[src/rtl/regfile_sb_pkg.sv]
// Shared CPU register-file package.
// Holds the default register-file geometry and the byte-lane merge helper
// used by the write port and the write-to-read bypass.
package regfile_sb_pkg;

  localparam int REG_DATA_W = 32;
  localparam int REG_ADDR_W = 5;

  // byte_merge works on the widest supported word. Callers zero-extend their
  // operands and truncate the result back to their own width.
  localparam int MERGE_MAX_W  = 256;
  localparam int MERGE_MAX_BE = MERGE_MAX_W / 8;

  // Lane k of the result comes from new_data when be[k] is set, else old_data.
  function automatic logic [MERGE_MAX_W-1:0] byte_merge(
    input logic [MERGE_MAX_W-1:0]  old_data,
    input logic [MERGE_MAX_W-1:0]  new_data,
    input logic [MERGE_MAX_BE-1:0] be
  );
    logic [MERGE_MAX_W-1:0] res;
    res = old_data;
    for (int k = 0; k < MERGE_MAX_BE; k++) begin
      if (be[k]) res[8*k +: 8] = new_data[8*k +: 8];
    end
    return res;
  endfunction

endpackage

[src/rtl/regfile_scoreboard.sv]
// Pending-producer scoreboard for the register file.
// One pending bit per register; a reserve sets it, a write clears it, and a
// coincident reserve+write to the same register leaves it set.
// Ports:
//   clk, rst             clock, synchronous active-high reset
//   wr_en, wr_addr       qualified write (wr_en already excludes register 0)
//   rsv_en, rsv_addr     reserve request
//   rd_addr_a/b          read addresses to look up
//   hazard_a/b           operand still pending this cycle
//   pend_cnt             number of pending registers (from registered state)
module regfile_scoreboard #(
  parameter int ADDR_W = 5,
  parameter int BYPASS = 1
) (
  input  logic              clk,
  input  logic              rst,
  input  logic              wr_en,
  input  logic [ADDR_W-1:0] wr_addr,
  input  logic              rsv_en,
  input  logic [ADDR_W-1:0] rsv_addr,
  input  logic [ADDR_W-1:0] rd_addr_a,
  input  logic [ADDR_W-1:0] rd_addr_b,
  output logic              hazard_a,
  output logic              hazard_b,
  output logic [ADDR_W:0]   pend_cnt
);

  localparam int NREG = 1 << ADDR_W;

  logic [NREG-1:0]   pend_reg;
  logic [NREG-1:0]   pend_next;
  logic [ADDR_W-1:0] rd_addr [2];
  logic              hazard  [2];

  // Clear first, then set: a new producer reserved in the same cycle
  // supersedes the one that is completing.
  always_comb begin
    pend_next = pend_reg;
    if (wr_en) pend_next[wr_addr] = 1'b0;
    if (rsv_en && (rsv_addr != '0)) pend_next[rsv_addr] = 1'b1;
    pend_next[0] = 1'b0;
  end

  always_ff @(posedge clk) begin
    if (rst) pend_reg <= '0;
    else     pend_reg <= pend_next;
  end

  assign rd_addr[0] = rd_addr_a;
  assign rd_addr[1] = rd_addr_b;

  // With bypass, a read of the register being written sees the completing
  // producer's data, so it only stalls if a new producer reserves it now.
  generate
    for (genvar gi = 0; gi < 2; gi++) begin : g_hazard
      logic bypass_hit;
      assign bypass_hit = (BYPASS != 0) && wr_en && (rd_addr[gi] == wr_addr);
      assign hazard[gi] = bypass_hit ? (rsv_en && (rsv_addr == rd_addr[gi]))
                                     : pend_reg[rd_addr[gi]];
    end
  endgenerate

  assign hazard_a = hazard[0];
  assign hazard_b = hazard[1];

  always_comb begin
    pend_cnt = '0;
    for (int i = 0; i < NREG; i++) begin
      pend_cnt = pend_cnt + (ADDR_W+1)'(pend_reg[i]);
    end
  end

endmodule

[src/rtl/regfile_sb.sv]
// General-purpose register file with per-register scoreboard.
// Two combinational read ports, one byte-masked write port, optional
// same-cycle write-to-read bypass, hardwired-zero register 0 and a
// registered debug show port.
// Ports:
//   clk, rst                   clock, synchronous active-high reset
//   R_addr_A/B, rdata_A/B      read ports (combinational)
//   hazard_A/B                 read operand has an outstanding producer
//   L_S, Wt_addr, Wt_data, Wt_be  write port with byte enables
//   rsv_en, rsv_addr           reserve a register for a new producer
//   pend_cnt                   number of pending registers
//   Show_Addr, Reg_Show        debug port, one-cycle latency
module regfile_sb
  import regfile_sb_pkg::*;
#(
  parameter int DATA_W = REG_DATA_W,
  parameter int ADDR_W = REG_ADDR_W,
  parameter int BYPASS = 1
) (
  input  logic                clk,
  input  logic                rst,
  input  logic [ADDR_W-1:0]   R_addr_A,
  input  logic [ADDR_W-1:0]   R_addr_B,
  output logic [DATA_W-1:0]   rdata_A,
  output logic [DATA_W-1:0]   rdata_B,
  output logic                hazard_A,
  output logic                hazard_B,
  input  logic                L_S,
  input  logic [ADDR_W-1:0]   Wt_addr,
  input  logic [DATA_W-1:0]   Wt_data,
  input  logic [DATA_W/8-1:0] Wt_be,
  input  logic                rsv_en,
  input  logic [ADDR_W-1:0]   rsv_addr,
  output logic [ADDR_W:0]     pend_cnt,
  input  logic [ADDR_W-1:0]   Show_Addr,
  output logic [DATA_W-1:0]   Reg_Show
);

  localparam int NREG = 1 << ADDR_W;

  logic [DATA_W-1:0] mem_reg [NREG];
  logic [DATA_W-1:0] show_reg;
  logic              wr_en;
  logic [DATA_W-1:0] wr_merged;
  logic [ADDR_W-1:0] rd_addr [2];
  logic [DATA_W-1:0] rd_data [2];

  // Register 0 is never written, so its pending bit and storage stay zero.
  assign wr_en = L_S && (Wt_addr != '0);

  // Merged word for the write address; used for the store and the bypass.
  assign wr_merged = DATA_W'(byte_merge(MERGE_MAX_W'(mem_reg[Wt_addr]),
                                        MERGE_MAX_W'(Wt_data),
                                        MERGE_MAX_BE'(Wt_be)));

  always_ff @(posedge clk) begin
    if (rst) begin
      for (int i = 0; i < NREG; i++) mem_reg[i] <= '0;
      show_reg <= '0;
    end else begin
      if (wr_en) mem_reg[Wt_addr] <= wr_merged;
      // Captures the pre-write value of this edge.
      show_reg <= (Show_Addr == '0) ? '0 : mem_reg[Show_Addr];
    end
  end

  assign rd_addr[0] = R_addr_A;
  assign rd_addr[1] = R_addr_B;

  generate
    for (genvar gi = 0; gi < 2; gi++) begin : g_read
      logic bypass_hit;
      assign bypass_hit  = (BYPASS != 0) && wr_en && (rd_addr[gi] == Wt_addr);
      assign rd_data[gi] = (rd_addr[gi] == '0) ? '0 :
                           bypass_hit          ? wr_merged :
                                                 mem_reg[rd_addr[gi]];
    end
  endgenerate

  assign rdata_A  = rd_data[0];
  assign rdata_B  = rd_data[1];
  assign Reg_Show = show_reg;

  regfile_scoreboard #(
    .ADDR_W (ADDR_W),
    .BYPASS (BYPASS)
  ) u_scoreboard (
    .clk       (clk),
    .rst       (rst),
    .wr_en     (wr_en),
    .wr_addr   (Wt_addr),
    .rsv_en    (rsv_en),
    .rsv_addr  (rsv_addr),
    .rd_addr_a (R_addr_A),
    .rd_addr_b (R_addr_B),
    .hazard_a  (hazard_A),
    .hazard_b  (hazard_B),
    .pend_cnt  (pend_cnt)
  );

endmodule

[config.mk]
export PLATFORM = sky130hd
export DESIGN_NAME = regfile_sb
export DESIGN_NICKNAME = d
export VERILOG_FILES = /design/src/rtl/regfile_sb_pkg.sv /design/src/rtl/regfile_scoreboard.sv /design/src/rtl/regfile_sb.sv
export SDC_FILE = /design/constraint.sdc
export NUM_CORES = 2
export LEC_CHECK = 0
export ABC_CLOCK_PERIOD_IN_PS = 5650
export BUFFER_PORTS_ARGS = -buffer_cell sky130_fd_sc_hd__buf_2
export CAP_MARGIN = 20
export CELL_PAD_IN_SITES_DETAIL_PLACEMENT = 1
export CELL_PAD_IN_SITES_GLOBAL_PLACEMENT = 1
export CORE_MARGIN = 8
export CORE_UTILIZATION = 55
export CTS_BUF_LIST = sky130_fd_sc_hd__clkbuf_4
export DETAILED_ROUTE_END_ITERATION = 6
export PLACE_DENSITY_LB_ADDON = 0.1
export SLEW_MARGIN = 5
export SYNTH_ARGS = -nofsm -noshare
export SYNTH_HDL_FRONTEND = slang
export SYNTH_SLANG_ARGS = --single-unit
[constraint.sdc]
create_clock -name clk -period 5.65 [get_ports clk]
set_input_delay 0 -clock clk [delete_from_list [all_inputs] [get_ports clk]]
set_output_delay 0 -clock clk [all_outputs]
set_load 0.01 [all_outputs]
== Yosys cells after proc, flatten, opt, wreduce, memory -nomap -nowiden ==
Memories as Yosys holds them, arrays and structs flattened. A register that Yosys moved wholly into a read port is not among the register bits.
Cells that the tools add are included.
Word-level totals
  flip-flop bits (word level): 32
  RAM bits: 1024
  input bits: 65
  word-level logic and storage cells: 90
  memories kept: 1
Memories
  mem_reg: words 32, width 32, rd ports 4, clocked after memory_dff 1, wr ports 32, RTL line regfile_sb.sv:41  | logic [DATA_W-1:0] mem_reg [NREG];
Operators by class
  add/subtract/negate cells: 31
  order comparisons: 6
  equal/unequal tests: 4
  mux-type cells: 28
  bitwise operators: 3
  reductions and logical operators: 15
Operator list (count)
  $mux 32: 7
  $add 6x1->6: 30
  $and 32x32->32: 1
  $mux 8: 4
  $not 32->32: 1
  $or 32x32->32: 1
  $reduce_or 32->1: 1
  $lt 5x6->1 const B: 4
  $eq 5x5->1: 4
  $logic_not 5->1: 3
  $mux 1: 12
  $bmux 1 s5: 2
  $demux 1 s5: 2
  $ge 5x1->1 const B: 2
  $reduce_bool 5->1: 2
  $logic_and 1x1->1: 8
  $mux 5: 1
  $add 1x1->2: 1
  $reduce_or 2->1: 1

== Logic depth before layout (Yosys ltp) ==
  depth in word-level cells: 31
  gate-level depth with buffers: 17
  gate-level depth less buffers: 17

== By module ==
From an unflattened synthesis, not the netlist that was laid out.
Unflattened totals
  cell total of the unflattened synthesis: 5420
  area, all modules: 73066.3 um^2
By module, submodules not included
  regfile_sb: instances 1, cells an instance 5114, area each 70263.6 um^2, sequential area each 31390.1 um^2
  regfile_scoreboard: instances 1, cells an instance 306, area each 2802.7 um^2, sequential area each 620.6 um^2

== Worst setup path before layout ==
Ideal clock, no wire load.
  kind: register to output
  start: register u_scoreboard.pend_reg[24]
  end: output pend_cnt[4]
  arrival: 4.566 ns
  data required time: 5.650 ns
  path slack: 1.084 ns
  cell stages (with the launch flop): 18
  path buffers: 0
  path through: dfxtp_1 > inv_1 > fa_1 > fa_1 > inv_1 > fa_1 > inv_1 > fa_1 > fa_1 > fa_1 > inv_1 > fa_1 > inv_1 > fa_1 > inv_1 > a21o_1 > a21oi_1 > xnor2_1
Between the ends
  longest elaborated chain between the ends: 8
RTL lines
  from (decl): RTL line regfile_scoreboard.sv:30  | logic [NREG-1:0] pend_reg;
  from (signal assigned): RTL line regfile_scoreboard.sv:46  | else pend_reg <= pend_next;
  $add 6x1->6 (8 in series): RTL line regfile_scoreboard.sv:69  | pend_cnt = pend_cnt + (ADDR_W+1)'(pend_reg[i]);
  to (decl): RTL line regfile_sb.sv:34  | output logic [ADDR_W:0] pend_cnt,
No other way between the ends.

== Worst setup path after layout ==
Same ends and word-level chain as after synthesis.

==> impl_metrics.py <==
metrics = {
    "timing": {
        "relSlewSlack_pct": -3.26,
        "fin_skew_ps": 93.6,
        "setup_violations": 5,
        "tightest_slew_ps": 1550,
        "tns_ps": -1260,
        "worst_slack_ps": -460,
        "fmax_ghz": 0.164,
        "hold_violations": 0,
        "rsz0062_at_grt": "yes",
        "timing.hold.ws_ps": 103,
        "maxSlewViolCount": 5,
        "post-route-min-period_ps": 6110,
        "post-route-period-util_pct": 108,
    },
    "run_status": {
        "violations": "capacitance limit, slew limit, setup timing",
        "outcome": "finished, violations left",
    },
    "global_route": {
        "grt_max_degree": 111,
        "overflow": 0,
        "grt_usage_pct": 49.2,
        "grt_pass1_vias": 63200,
        "grt_pass1_wl_um": 499000,
        "antenna_found_initial": 38,
    },
    "clock_network": {
        "root_buffer": "clkbuf_4",
        "htree_levels": 5,
        "cts_tree": "done",
        "clock_sinks": 1087,
        "cts_buffer_depth": 4,
        "cts.clk_slew.worst_paths_ps": 70,
        "numCtsBuffers": 325,
        "clock_latency_ps": 1420,
    },
    "logic_synthesis": {
        "synth_area_leaders": "edfxtp_1 42%, mux4_2 27%, mux2i_1 7.2%",
        "yosysSeqAreaShare_pct": 43.8,
        "avgSynthCellArea_um2": 13.3,
        "synthDistinctLibCells": 76,
        "yosys_warnings": 0,
        "yosys.area.top_type_share_pct": 42.1,
        "synthTopCellsByCount": "1,028 x nor2_1, 1,024 x edfxtp_1, 889 x mux4_2, 527 x mux2i_1, 248 x clkbuf_1",
        "synth_top_area_cell": "edfxtp_1",
        "synth_area_um2": 73000,
        "ys.flop_type": "edfxtp_1",
        "synth_edf_count": 1024,
        "synthArstFlopShare_pct": 0,
        "synth_cells": 5476,
        "synth.most_common_cell": "nor2_1",
        "ys_ff_latch": 1087,
    },
    "critical_path": {
        "critPathBufInv": 7,
        "path_common_cell": "fa_1",
        "crit_slowest_cell": "fa_1",
        "crit_type": "reg2out",
        "arrival_ps": 6110,
        "cp.required_ps": 5650,
        "end_kind": "primary output",
        "crit_fanout": 2,
        "critPathLaunchType": "register",
        "path_cells": "inv_2, fa_1, fa_1, inv_1, fa_1, inv_2, fa_1, fa_1, fa_1, inv_1, fa_2, inv_2, fa_2, inv_1, a21o_1, a21oi_2, xnor2_1, buf_2",
        "cpPeakStageDelay_ps": 520,
        "critPathTopFamily": "adder cells",
    },
    "route": {
        "dr.pass1.iters": 7,
        "finalWirelength_um": 367000,
        "viasPerCell": 8.22,
        "antenna_left": 0,
        "drc": 0,
        "via_count": 64000,
        "drtIter0Drc": 12200,
        "routedWlPerCell_um": 47.1,
    },
    "final_layout": {
        "fillers": 12700,
        "largest_reg_flops": 1024,
        "nNetsFinal": 5841,
        "syn2layout_area_growth_pct": 11.0,
        "drive_gt1_share_pct": 33.5,
        "instances_no_fill": 7785,
    },
    "floorplan": {
        "initial_utilization_pct": 55.5,
        "die_w_um": 380,
        "rows": 133,
        "ios": 169,
        "dieArea_um2": 145000,
        "die-height_um": 380,
        "core_region_area_um2": 132000,
    },
    "pwr": {
        "max-vdd-ir-drop_v": 0.000256,
        "power.density_nw_per_um2": 268,
        "p_total_w": 0.0217,
        "p_leak_nw": 30.3,
    },
    "place": {
        "port_buffers": 168,
        "dp_hpwl_um": 211000,
        "gp_congestion": 0.958,
        "dp_cells": 7040,
    },
    "run": {
        "max-cap-violations": 1,
    },
    "worst_hold_path": {
        "hp-class": "in2reg",
    },
}
routing by layer:
metal	global-route usage, %	up-vias	wire (µm)	part of all wire (%)
li1	-	22500	-	-
met1	58.7	31700	113000	31
met2	66.9	7494	148000	40
met3	25.2	2212	68600	19
met4	38.3	20	36700	10
met5	1.78	-	242	0.066
worst paths after layout:
check | from | to | slack, ps | cells past startpoint
max | u_scoreboard.pend_reg[24] | pend_cnt[4] | -460 | 18
min | Wt_data[12] | mem_reg[26][12] | 100 | 7
max reg2reg | mem_reg[5][23] | mem_reg[6][23] | 2430 | 7
min reg2reg | u_scoreboard.pend_reg[22] | u_scoreboard.pend_reg[22] | 520 | 2
tightest hold or removal path, delay by kind of cell:
kind                   cells  cell delay (ps)
buffers and inverters      3              920
and+or+nand+nor            3              260
AOI/OAI and AO/OA          1              180
cell families after synthesis:
logic type	share of synthesized area (%)
AND/OR/NAND/NOR	8.20
multiplexers	35.6
flip-flops	43.8
AO/OA/AOI/OAI	6.67
buffers and inverters	4.67
adder cells (fa/ha/maj)	0.751
XOR/XNOR	0.276
other	0.00514
report_power, final:
group	switching, W	internal (W)	total (W)
logic	0.00284	0.00163	0.00447
clock network	0.00391	0.00389	0.00780
registers	0.000320	0.00914	0.00946
placed cells by master, fill, tap and decap left out, types with 15 or more instances in the layout:
cell type	synthesis	layout
o221ai_1	27	27
buf_2	219	153
clkbuf_4	0	478
edfxtp_1	1024	1024
a21oi_1	169	167
a22oi_1	108	108
a211o_1	28	28
fa_1	23	21
a221o_1	15	15
a31oi_1	18	18
nand3_1	68	68
mux2_2	61	61
a211oi_1	30	30
o22ai_1	111	111
nor2_1	1028	1021
conb_1	1	32
nand2_1	232	165
dfxtp_1	63	55
mux4_2	889	889
nand2_2	0	40
inv_1	68	61
dlygate4sd3_1	0	119
diode_2	0	50
nand2_4	0	27
mux2i_1	527	527
clkinv_1	5	73
nor3_1	83	83
a221oi_1	59	59
o21ai_0	39	39
buf_4	69	214
buf_12	1	19
stage by stage:
stage,utilization (%),area (µm²),worst slack [ps]
after global routing,61.5,81000,-668
after global placement,57.3,75500,712
final,61.6,81000,-460
after floorplan,-,73100,1080
after CTS,61.3,80700,-477
after detailed placement,57.4,75500,776
layout make-up:
cell class / instances / area (µm²) / share of cell area (%)
Antenna cell: 50 / 125 / 0.154
Clock buffer: 477 / 3580 / 4.42
Clock inverter: 84 / 353 / 0.435
Inverter: 76 / 289 / 0.357
Multi-Input combinational cell: 3732 / 38200 / 47.1
Sequential cell: 1087 / 32000 / 39.5
Tap cell: 1755 / 2200 / 2.71
Timing Repair Buffer: 524 / 4310 / 5.31
repair_timing:
| action | CTS | global route |
|---|---|---|
| endpoints found under the setup margin | 5 | 5 |
| gates resized for setup | 15 | 3 |
| pin swaps | 7 | 3 |
| endpoints found under the hold margin | 1105 | 0 |
| buffers inserted | 4 | 2 |
| hold buffers | 121 | 0 |
Note: power is estimated with default switching activity, not from simulation.
